**config.mk**
```make
export PLATFORM = sky130hd
export DESIGN_NAME = vector_load_ctrl
export DESIGN_NICKNAME = d
export VERILOG_FILES = /design/src/rtl/vcp_pkg.sv /design/src/rtl/vector_load_ctrl.sv
export SDC_FILE = /design/constraint.sdc
export NUM_CORES = 1
export LEC_CHECK = 0
export BUFFER_PORTS_ARGS = -buffer_cell sky130_fd_sc_hd__clkbuf_2
export CORE_ASPECT_RATIO = 1.4
export CORE_UTILIZATION = 50
export DETAILED_ROUTE_END_ITERATION = 16
export PLACE_DENSITY = 0.88
export SLEW_MARGIN = 20
export SYNTH_ARGS = -nofsm -noshare
export SYNTH_HDL_FRONTEND = slang
export SYNTH_SLANG_ARGS = --single-unit
```
**constraint.sdc**
```tcl
create_clock -name clk -period 1.8 [get_ports clk]
set_input_delay 0.09 -clock clk [delete_from_list [all_inputs] [get_ports clk]]
set_output_delay 0.09 -clock clk [all_outputs]
set_load 0.005 [all_outputs]
```
**src/rtl/vcp_pkg.sv**
```systemverilog
// Shared definitions for the UART vector-load path (concatenator + load controller).
package vcp_pkg;

   localparam int          VCP_DATA_W    = 10;
   localparam int          VCP_ADDR_W    = 10;
   localparam int          VCP_DEPTH     = 1024;
   localparam logic [7:0]  VCP_CMD_SEL_A = 8'h01;
   localparam logic [7:0]  VCP_CMD_SEL_B = 8'h02;
   // High byte that marks end of a vector stream; the concatenator keys on it.
   localparam logic [7:0]  VCP_END_MARK  = 8'hFF;

   typedef enum logic [1:0] {
      ST_IDLE   = 2'd0,
      ST_LOAD   = 2'd1,
      ST_FINISH = 2'd2
   } vlc_state_t;

endpackage

```
**src/rtl/vector_load_ctrl.sv**
```systemverilog
// Vector load controller: decodes the BRAM-select command, writes incoming
// words into BRAM A or B at an incrementing address, reports length on end.
// Optional idle-word watchdog enabled by defining VLC_TIMEOUT_EN.
module vector_load_ctrl
   import vcp_pkg::*;
#(
   parameter int          DATA_W         = VCP_DATA_W,
   parameter int          ADDR_W         = VCP_ADDR_W,
   parameter int          DEPTH          = VCP_DEPTH,
   parameter logic [7:0]  CMD_SEL_A      = VCP_CMD_SEL_A,
   parameter logic [7:0]  CMD_SEL_B      = VCP_CMD_SEL_B,
   parameter int unsigned TIMEOUT_CYCLES = 50_000_000
)(
   input  logic              clk,
   input  logic              reset,
   input  logic              rx_ready,
   input  logic [7:0]        rx_data,
   input  logic [DATA_W-1:0] data_in,
   input  logic              flag_data_ready,
   input  logic              flag_end_write,
   output logic              flag_bram,
   output logic              bram_a_we,
   output logic              bram_b_we,
   output logic [ADDR_W-1:0] bram_addr,
   output logic [DATA_W-1:0] bram_wdata,
   output logic              load_done,
   output logic              load_sel,
   output logic [ADDR_W:0]   vec_len,
`ifdef VLC_TIMEOUT_EN
   output logic              load_error,
`endif
   output logic              overflow
);

   localparam logic [1:0] IDLE   = ST_IDLE;
   localparam logic [1:0] LOAD   = ST_LOAD;
   localparam logic [1:0] FINISH = ST_FINISH;

   // Address counter is one bit wider than the BRAM address so it can hold DEPTH.
   localparam logic [ADDR_W:0] DEPTH_L = DEPTH[ADDR_W:0];

   logic [1:0]      state;
   logic            sel;
   logic [ADDR_W:0] addr;

`ifdef VLC_TIMEOUT_EN
   localparam logic [31:0] TO_LAST = TIMEOUT_CYCLES - 1;
   logic [31:0] to_cnt;
`endif

   wire is_cmd = rx_ready && (rx_data == CMD_SEL_A || rx_data == CMD_SEL_B);

   // Load FSM, address counter and all registered outputs.
   always_ff @(posedge clk) begin
      if (reset) begin
         state      <= IDLE;
         sel        <= 1'b0;
         addr       <= '0;
         flag_bram  <= 1'b0;
         bram_a_we  <= 1'b0;
         bram_b_we  <= 1'b0;
         bram_addr  <= '0;
         bram_wdata <= '0;
         load_done  <= 1'b0;
         load_sel   <= 1'b0;
         vec_len    <= '0;
         overflow   <= 1'b0;
`ifdef VLC_TIMEOUT_EN
         load_error <= 1'b0;
         to_cnt     <= '0;
`endif
      end else begin
         // Strobes default low; only the branches below raise them.
         bram_a_we <= 1'b0;
         bram_b_we <= 1'b0;
         load_done <= 1'b0;
`ifdef VLC_TIMEOUT_EN
         load_error <= 1'b0;
`endif
         case (state)
            IDLE: begin
               flag_bram <= 1'b0;
               if (is_cmd) begin
                  // flag_bram rises next cycle, so the command byte never pairs.
                  sel       <= (rx_data == CMD_SEL_B);
                  addr      <= '0;
                  overflow  <= 1'b0;
                  flag_bram <= 1'b1;
                  state     <= LOAD;
`ifdef VLC_TIMEOUT_EN
                  to_cnt    <= '0;
`endif
               end
            end
            LOAD: begin
`ifdef VLC_TIMEOUT_EN
               to_cnt <= to_cnt + 32'd1;
`endif
               if (flag_data_ready) begin
`ifdef VLC_TIMEOUT_EN
                  to_cnt <= '0;
`endif
                  if (addr < DEPTH_L) begin
                     bram_a_we  <= ~sel;
                     bram_b_we  <= sel;
                     bram_addr  <= addr[ADDR_W-1:0];
                     bram_wdata <= data_in;
                     addr       <= addr + 1'b1;
                  end else begin
                     overflow <= 1'b1;
                  end
               end
               // End marker wins over the watchdog; a word in the same cycle is kept.
               if (flag_end_write) begin
                  flag_bram <= 1'b0;
                  state     <= FINISH;
               end
`ifdef VLC_TIMEOUT_EN
               else if (!flag_data_ready && to_cnt == TO_LAST) begin
                  flag_bram  <= 1'b0;
                  load_error <= 1'b1;
                  state      <= IDLE;
               end
`endif
            end
            FINISH: begin
               flag_bram <= 1'b0;
               vec_len   <= addr;
               load_sel  <= sel;
               load_done <= 1'b1;
               state     <= IDLE;
            end
            default: begin
               flag_bram <= 1'b0;
               state     <= IDLE;
            end
         endcase
      end
   end

endmodule

```
# Word-level counts from Yosys, hierarchy flattened
# Cells that the tools add are included.
[word_totals]
regBits = 51
latchBits = 0
ram_bits = 0
mem_bits_ro = 0
input_bits = 23
out_inout_bits = 37
word_cells = 52
n_memories = 0
[op_classes]
addsub = 1
n_mul = 0
n_div = 0
magnitude_cmp = 1
n_eq_ne = 9
n_shift = 0
muxes = 15
bitwise = 4
n_reduce_logical = 10
[ops]
columns = ["cell", "count"]
rows = [
  ["$mux 11", 3],
  ["$pmux 11 s2", 1],
  ["$add 11x1->11 const B", 1],
  ["$lt 11x11->1 const B", 1],
  ["$ne 2x2->1 const B", 5],
  ["$eq 8x1->1 const B", 1],
  ["$eq 8x2->1 const B", 1],
  ["$reduce_and 4->1", 2],
  ["$mux 1", 6],
  ["$mux 2", 2],
  ["$not 1->1", 4],
  ["$pmux 1 s2", 2],
  ["$pmux 2 s2", 1],
  ["$reduce_and 2->1", 2],
  ["$reduce_or 4->1", 1],
  ["$reduce_and 3->1", 1],
  ["$eq 2x1->1 const B", 1],
  ["$eq 2x2->1 const B", 1],
  ["$logic_not 2->1", 1],
  ["$reduce_bool 2->1", 1],
  ["$logic_and 1x1->1", 1],
  ["$logic_or 1x1->1", 1],
]

# Longest topological paths before layout
# Gate-level depths: netlist (run 1).
[logic_depth]
depth_word = 5
depth_mapped = 6
ltp_nobuf = 5

# Worst setup path after synthesis (run 1)
# No wires, ideal clock.
[synth_timing]
kind = "register -> register"
startpoint = "register state[0]"
endpoint = "register sel"
setup_ns = 0.070
arrival_ns = 1.315
required_ns = 1.730
path_slack_ns = 0.414
path_stages_with_launch = 6
n_path_buf = 1
period_less_slack_ns = 1.386
path_cell_list = "dfxtp_1 buf_2 nor4_1 nand4_1 or3b_1 a21oi_1"
[synth_between]
elab_chain_cells = 2
[synth_lines]
columns = ["element", "line_no", "text"]
rows = [
  ["start, declared", "vector_load_ctrl.sv:42", "logic [1:0] state;"],
  ["start signal, assigned", "vector_load_ctrl.sv:56", "state <= IDLE;"],
  ["start signal, assigned", "vector_load_ctrl.sv:89", "state <= LOAD;"],
  ["start signal, assigned", "vector_load_ctrl.sv:116", "state <= FINISH;"],
  ["$logic_not 2->1", "vector_load_ctrl.sv:80", "case (state)"],
  ["$reduce_and 2->1 (no source line)", "-", ""],
  ["end signal, assigned", "vector_load_ctrl.sv:85", "sel <= (rx_data == CMD_SEL_B);"],
  ["end, declared", "vector_load_ctrl.sv:43", "logic sel;"],
]
# No other way between the ends.
# A chain may end at the register's enable or synchronous reset.

# Final worst setup path (run 1)
[layout_timing]
startpoint = "register state[1]"
endpoint = "register bram_a_we"
[layout_between]
elab_chain_cells = 3
[layout_lines]
columns = ["element", "line_no", "text"]
rows = [
  ["$eq 2x1->1", "vector_load_ctrl.sv:80", ""],
  ["$not 1->1 (no source line)", "-", ""],
  ["$reduce_or 4->1 (no source line)", "-", ""],
  ["end signal, assigned", "vector_load_ctrl.sv:104", "bram_a_we <= ~sel;"],
  ["end, declared", "vector_load_ctrl.sv:22", "output logic bram_a_we,"],
]
# No other way between the ends.

==> summary.md, run 1 <==
| Metric | Value |
|---|---|
| Final Hold Viols | `0` |
| PwrDens | `775 nW/um2` |
| Vias in the first global route | `1814` |
| Number of flops mapped to enable cells by yosys | `0` |
| Minimum clock period after layout | `1640 ps` |
| Port Buffers | `59` |
| Post-CTS Setup Repair Bufs | `0` |
| VDD IR max | `0.732 mV` |
| Worst path cell trace | `nor4_1 -> nand4_1 -> a2111oi_0` |
| Worst Skew | `3.37 ps` |
| CP endpoint kind | `register` |
| Setup ws final | `164 ps` |
| Ys async rst share | `0%` |
| Sw Ratio | `19.9%` |
| WHS | `34.9 ps` |
| Initial drt markers | `54` |
| HPWL after DPL | `3320 um` |
| TritonCTS clock tree | `done` |
| Dpl ws | `224 ps` |
| Final Net Count | `337` |
| Largest net degree at the start of global routing | `24` |
| DRT Wirelength | `4730 um` |
| Number of synthesized register bits | `51` |
| Max-slew headroom | `64.3%` |
| Die height | `76.3 um` |
| Yosys warning count | `0` |
| Fmax | `0.611 GHz` |
| H-tree levels | `2` |
| WS Path Type | `reg -> reg` |
| Critical path startpoint category | `register` |
| Initial Utilization | `53.1%` |
| P_sw | `0.392 mW` |
| Flop pwr share | `57.4%` |
| DR DRC count | `0` |
| Syn Nets | `268` |
| Post-route cell area | `2540 um2` |
| Synthesized area | `1970 um2` |
| Yosys cell types | `34` |
| Mapped Avg Cell Area | `8.07 um2` |
| Share of cells above drive strength 1 | `24.6%` |
| Drt pass-1 iters | `4` |
| Non-filler cells, final | `355` |
| Row cnt | `26` |
| Placed insts | `338` |
| Leak | `0.991 nW` |
| FILL cells | `336` |
| Internal | `1.57 mW` |
| RSZ-0062 raised after global routing | `false` |
| Initial antenna violation count | `0` |
| Max Cap Viol | `0` |
| WL/cell | `13.3 um` |
| Critical-path top delay cell | `a2111oi_0` |
| Util after Layout | `68.4%` |
| Core Region | `3710 um2` |
| Final setup viols | `0` |
| Final Slew Violations | `0` |
| Type of the worst min-delay path | `in -> reg` |
| Die ar. | `4200 um2` |
| Worst-Margin Slew | `535 ps` |
| First-pass GRT wire length | `7860 um` |
| Clk slew on worst S/H paths | `80 ps` |
| Top FF cell, synth | `dfxtp_1` |
| Crit path arrival time | `1800 ps` |
| Area grow syn2layout | `28.8%` |
| CTS Buf Count | `5` |
| Placed Area | `2330 um2` |
| Crit path largest cell delay | `540 ps` |
| Clock buffer depth | `2` |
| Skew-Pair Late Insertion Delay | `310 ps` |
| Gate Count Post-Synth | `244` |
| GRT Total Usage | `25.7%` |
| Via-per-instance ratio | `5.47` |
| CTS Root Cell | `clkbuf_8` |
| Gate power share | `3.8%` |
| Total power | `1.97 mW` |
| Clock power frac | `38.8%` |
| Critical Path Fanout Max | `8` |
| GRT Residual Overflow | `0` |
| # diodes | `0` |
| Vias post-DR | `1941` |
| Final Wtd Congestion | `0.837` |
| Clock sinks | `51` |
| Required @ worst endpoint | `1970 ps` |
| Run status | `finished clean` |
| Num ports | `60` |
| Final ANT Viol Nets | `0` |
| Final period util | `90.9%` |
| Seq/Total Area, Yosys | `51.8%` |
| Setup_tns | `0 ps` |
| Die width | `55.0 um` |
[power groups by stage]
stage                     registers [mW]  clock network (mW)  logic [mW]
final                               1.13               0.763      0.0752
after global routing                1.13               0.821      0.0822
after CTS                           1.13               0.777      0.0743
after detailed placement            1.15                   0      0.0569
after global placement              1.15                   0      0.0563
after floorplan                     1.15                   0      0.0239
[area by class of cell]
class                   count  area (um2)  share of cell area, %
multi-input cells         174         883                   34.8
clock inverters             1        30.0                   1.18
repair buffers             79         470                   18.5
clock buffers               6        72.6                   2.86
flip-flops and latches     51        1020                   40.2
inverters                   2        7.51                  0.296
well taps                  42        52.6                   2.07
[state kept, by name (all words and copies together), names as in the netlist]
register / flops
vec_len: 11
sel: 1
state: 2
load_sel: 1
bram_b_we: 1
flag_bram: 1
overflow: 1
bram_wdata: 10
bram_addr: 10
bram_a_we: 1
addr: 11
load_done: 1
[layout by cell type (no fill, tap or decap), types with 2 or more instances in the layout]
| master | n |
|---|---|
| clkbuf_2 | 59 |
| buf_4 | 10 |
| a311oi_1 | 4 |
| nor2_1 | 5 |
| o21ai_0 | 3 |
| inv_1 | 2 |
| nor2b_1 | 4 |
| a21oi_1 | 42 |
| dfxtp_1 | 51 |
| nand2_1 | 76 |
| dlygate4sd3_1 | 10 |
| nand2b_1 | 5 |
| a31oi_1 | 2 |
| nand4_1 | 5 |
| nand3_1 | 4 |
| nor3_1 | 6 |
| clkbuf_8 | 5 |
[metal layers]
metal  share of wire [%]  global-route usage [%]
met1                  40                    28.7
met5                   0                       0
met4                 2.5                    12.3
met3                 4.8                    7.98
met2                  53                    41.9
[synth_stat cells, types with 2 or more instances]
cell / number / area [um2]
nand2b_1: 5 / 31.3
a311oi_1: 4 / 35.0
nand4_1: 5 / 31.3
nand2_1: 76 / 285
dfxtp_1: 51 / 1020
a31oi_1: 2 / 12.5
inv_1: 2 / 7.51
o21ai_0: 3 / 15.0
nor2b_1: 4 / 25.0
a21oi_1: 42 / 210
buf_2: 7 / 35.0
nor2_1: 5 / 18.8
nor3_1: 6 / 30.0
clkbuf_1: 9 / 33.8
nand3_1: 4 / 20.0
[kinds of logic (layout without fill, tap and decap cells)]
| group | after synthesis | count (layout) | synth area share (%) |
|---|---|---|---|
| simple gates | 115 | 115 | 26.6 |
| xor+xnor | 1 | 1 | 0.445 |
| fa+ha+maj | 1 | 1 | 0.635 |
| buf+inv | 19 | 88 | 4.07 |
| compound gates | 57 | 57 | 16.5 |
| flops | 51 | 51 | 51.8 |
[worst max-delay path: cells and delay by family (launching register included)]
kind / cells / cell delay, ps
compound gates: 1 / 540
flops: 1 / 400
simple gates: 2 / 560
[worst paths after layout]
check	startpoint	to	slack, ps	cells past startpoint
worst max-delay path	state[1]$_SDFFE_PP0P_	bram_a_we$_SDFF_PP0_	160	3
worst min-delay path	flag_end_write	state[1]$_SDFFE_PP0P_	30	2
worst max register to register	state[1]$_SDFFE_PP0P_	bram_a_we$_SDFF_PP0_	160	3
worst min register to register	vec_len[5]$_SDFFE_PP0P_	vec_len[5]$_SDFFE_PP0P_	460	2
[repair_timing]
item	4_1_cts	5_1_grt
endpoints found under the setup margin	0	0
resized for setup	0	0
hold buffers	10	0
hold endpoints to repair	10	0
No activity file was read; power rests on OpenSTA's default activity.
==> run 2, diff against run 1 <==
- GPL_TIMING_DRIVEN: default -> 0
==> run 2 against run 1 <==
The flow now finishes with violations (hold timing). Critical path depth up 3. Sequential power about the same. Combinational power shrank 21%. First-iteration DRC count grew 74%. Critical endpoint is now addr[8]$_SDFFE_PP0P_.
==> summary.md, run 2 (same netlist as run 1, synthesis figures left out) <==
| Metric | Value |
|---|---|
| Run status | `finished with violations` |
| Failing checks | `hold timing` |
| Final ANT Viol Nets | `0 (unchanged)` |
| Hold path depth | `3 (+1)` |
| Crit path top cell by count | `buf_2` |
| Critical path startpoint category | `register` |
| CP bufs+invs | `2 (+2)` |
| Area grow syn2layout | `23.1%` |
| Crit path arrival time | `1800 ps (about the same)` |
| GRT Total Usage | `24.9% (-0.80 points)` |
| Leak | `0.937 nW (-5.5%)` |
| Core Region | `3710 um2 (unchanged)` |
| Multi-input combinational cell area | `868 um2 (-1.7%)` |
| WS Path Type | `reg -> reg` |
| Largest net degree at the start of global routing | `15 (-38%)` |
| First-pass GRT wire length | `7850 um (about the same)` |
| Hold_buf cts | `1 (-9)` |
| Util after Layout | `65.4% (-3.0 points)` |
| Clock sinks | `51 (unchanged)` |
| Final Wtd Congestion | `0.858 (+2.5%)` |
| DR DRC count | `0 (unchanged)` |
| WL/cell | `13.7 um (+3.1%)` |
| Worst path cell trace | `buf_2 -> nor4_1 -> nand4_1 -> buf_2 -> a2bb2oi_1 -> a211oi_1` |
| GRT Residual Overflow | `0 (unchanged)` |
| Critical-path top delay cell | `dfxtp_1` |
| Final Hold Viols | `4 (+4)` |
| Via-per-instance ratio | `5.59 (+2.3%)` |
| WP depth | `6 (+3)` |
| Final Net Count | `334 (-0.89%)` |
| Max-slew headroom | `65.7% (+1.4 points)` |
| RR Startpoint | `state[0]$_SDFFE_PP0P_` |
| Minimum clock period after layout | `1620 ps (-12.4 ps)` |
| TritonCTS clock tree | `done` |
| Vias in the first global route | `1857 (+2.4%)` |
| Register area | `1020 um2 (unchanged)` |
| VDD IR max | `0.561 mV (-23%)` |
| Skew-Pair Late Insertion Delay | `310 ps (about the same)` |
| Initial antenna violation count | `0 (unchanged)` |
| Crit path largest cell delay | `330 ps (-210 ps)` |
| Die width | `55.0 um (unchanged)` |
| WHS | `-3.01 ps (-37.9 ps)` |
| Worst Skew | `2.80 ps (-0.570 ps)` |
| Setup_tns | `0 ps (unchanged)` |
| Hold EP | `bram_wdata[7]$_SDFFE_PP0P_` |
| Most common cell after layout, fill and taps aside | `nand2_1` |
| RSZ-0062 raised after global routing | `false` |
| Hold path start | `data_in[7]` |
| Type of the worst min-delay path | `in -> reg` |
| Die ar. | `4200 um2 (unchanged)` |
| Port Buffers | `58 (-1.7%)` |
| CP startpoint | `state[0]$_SDFFE_PP0P_` |
| Final Slew Violations | `0 (unchanged)` |
| PwrDens | `805 nW/um2 (+3.9%)` |
| DRT Wirelength | `4840 um (+2.2%)` |
| H-tree levels | `2 (unchanged)` |
| Drt pass-1 iters | `4 (unchanged)` |
| Critical Path Fanout Max | `10 (+2)` |
| Crit-path leading delay family | `simple AND/OR/NAND/NOR gates` |
| FF-to-FF setup slack | `180 ps (about the same)` |
| Worst-Margin Slew | `514 ps (-21.0 ps)` |
| CTS Buf Count | `5 (unchanged)` |
| Clock buffer depth | `2 (unchanged)` |
| Num ports | `60 (unchanged)` |
| FILL cells | `337 (+0.30%)` |
| Clk slew on worst S/H paths | `80 ps (about the same)` |
| Max Cap Viol | `0 (unchanged)` |
| Initial Utilization | `53.1% (unchanged)` |
| # diodes | `0 (unchanged)` |
| Final period util | `90.2% (-0.69 points)` |
| CTS Root Cell | `clkbuf_8` |
| Post-CTS sizing | `0 (unchanged)` |
| Share of cells above drive strength 1 | `23.2% (-1.4 points)` |
| Crit Reg-Reg Endpoint | `addr[8]$_SDFFE_PP0P_` |
| Fmax | `0.616 GHz (+0.76%)` |
| HPWL after DPL | `3370 um (+1.5%)` |
| Most frequent cells in the layout | `nand2_1, clkbuf_2, dfxtp_1, a21oi_1, clkbuf_1` |
| Die height | `76.3 um (unchanged)` |
| Row cnt | `26 (unchanged)` |
| Initial drt markers | `94 (+74%)` |
| Final setup viols | `0 (unchanged)` |
| Biggest regs | `addr x11, vec_len x11` |
| Post-CTS Setup Repair Bufs | `0 (unchanged)` |
| Worst r2r path cells | `6 (+3)` |
| CP endpoint kind | `register` |
| Vias post-DR | `1968 (+1.4%)` |
| Required @ worst endpoint | `1980 ps (about the same)` |
-- run 2: cell types whose count changed in the layout (fill, tap and decap cells not counted) --
cell,change
clkbuf_1,+9
dlygate4sd3_1,-9
nor4bb_1,+1
buf_2,+7
nor4bb_4,-1
clkbuf_2,-1
buf_1,+1
buf_4,-10
-- run 2: final cells by class --
class                           count  area share, %
Buffer                             17           2.99
Clock buffer                        6           2.99
Clock inverter                      1           1.24
Inverter                            2          0.310
Multi-Input combinational cell    174           35.8
Sequential cell                    51           42.1
Tap cell                           42           2.17
Timing Repair Buffer               59           12.4
-- run 2: worst register-to-register path, stage by stage (launching register included) --
cell and delay, ps:
dfxtp_1 330, buf_2 180, nor4_1 310, nand4_1 190, buf_2 230, a2bb2oi_1 170, a211oi_1 90
-- run 2: worst max-delay path by stage --
| stage | end | slack, ps |
|---|---|---|
| 3_5_place_dp | addr[8]$_SDFFE_PP0P_ | 240 |
| 4_1_cts | bram_addr[8]$_SDFFE_PP0P_ | 200 |
| 3_3_place_gp | bram_addr[7]$_SDFFE_PP0P_ | 250 |
| 6_report | addr[8]$_SDFFE_PP0P_ | 180 |
| 5_1_grt | bram_addr[8]$_SDFFE_PP0P_ | 50 |
| 2_1_floorplan | sel$_SDFFE_PP0P_ | 410 |
-- run 2: report_power, final --
part	internal [mW]	total, mW	switching, mW
Combinational	0.0256	0.0595	0.0339
Clock	0.407	0.765	0.357
Sequential	1.13	1.13	0.000311
Total	1.56	1.95	0.391
-- run 2: per-stage QoR --
step                std cells  power, mW  cell area [um2]  setup slack, ps  hold slack [ps]
CTS                       352       1.95             2420              201            0.475
global route              352       2.01             2420             53.6            0.312
detailed placement        344       1.21             2310              239              323
floorplan                 244       1.18             1970              414              212
finish                    352       1.95             2420              176            -3.01
global placement          344       1.21             2310              254              315
-- run 2: per-layer routing --
layer	GRT usage [%]	up-vias	share of wire, %
li1	-	962	-
met3	5.39	14	6.7
met5	0	-	0
met4	11.0	0	2.5
met2	42.2	81	52
met1	28.1	911	39
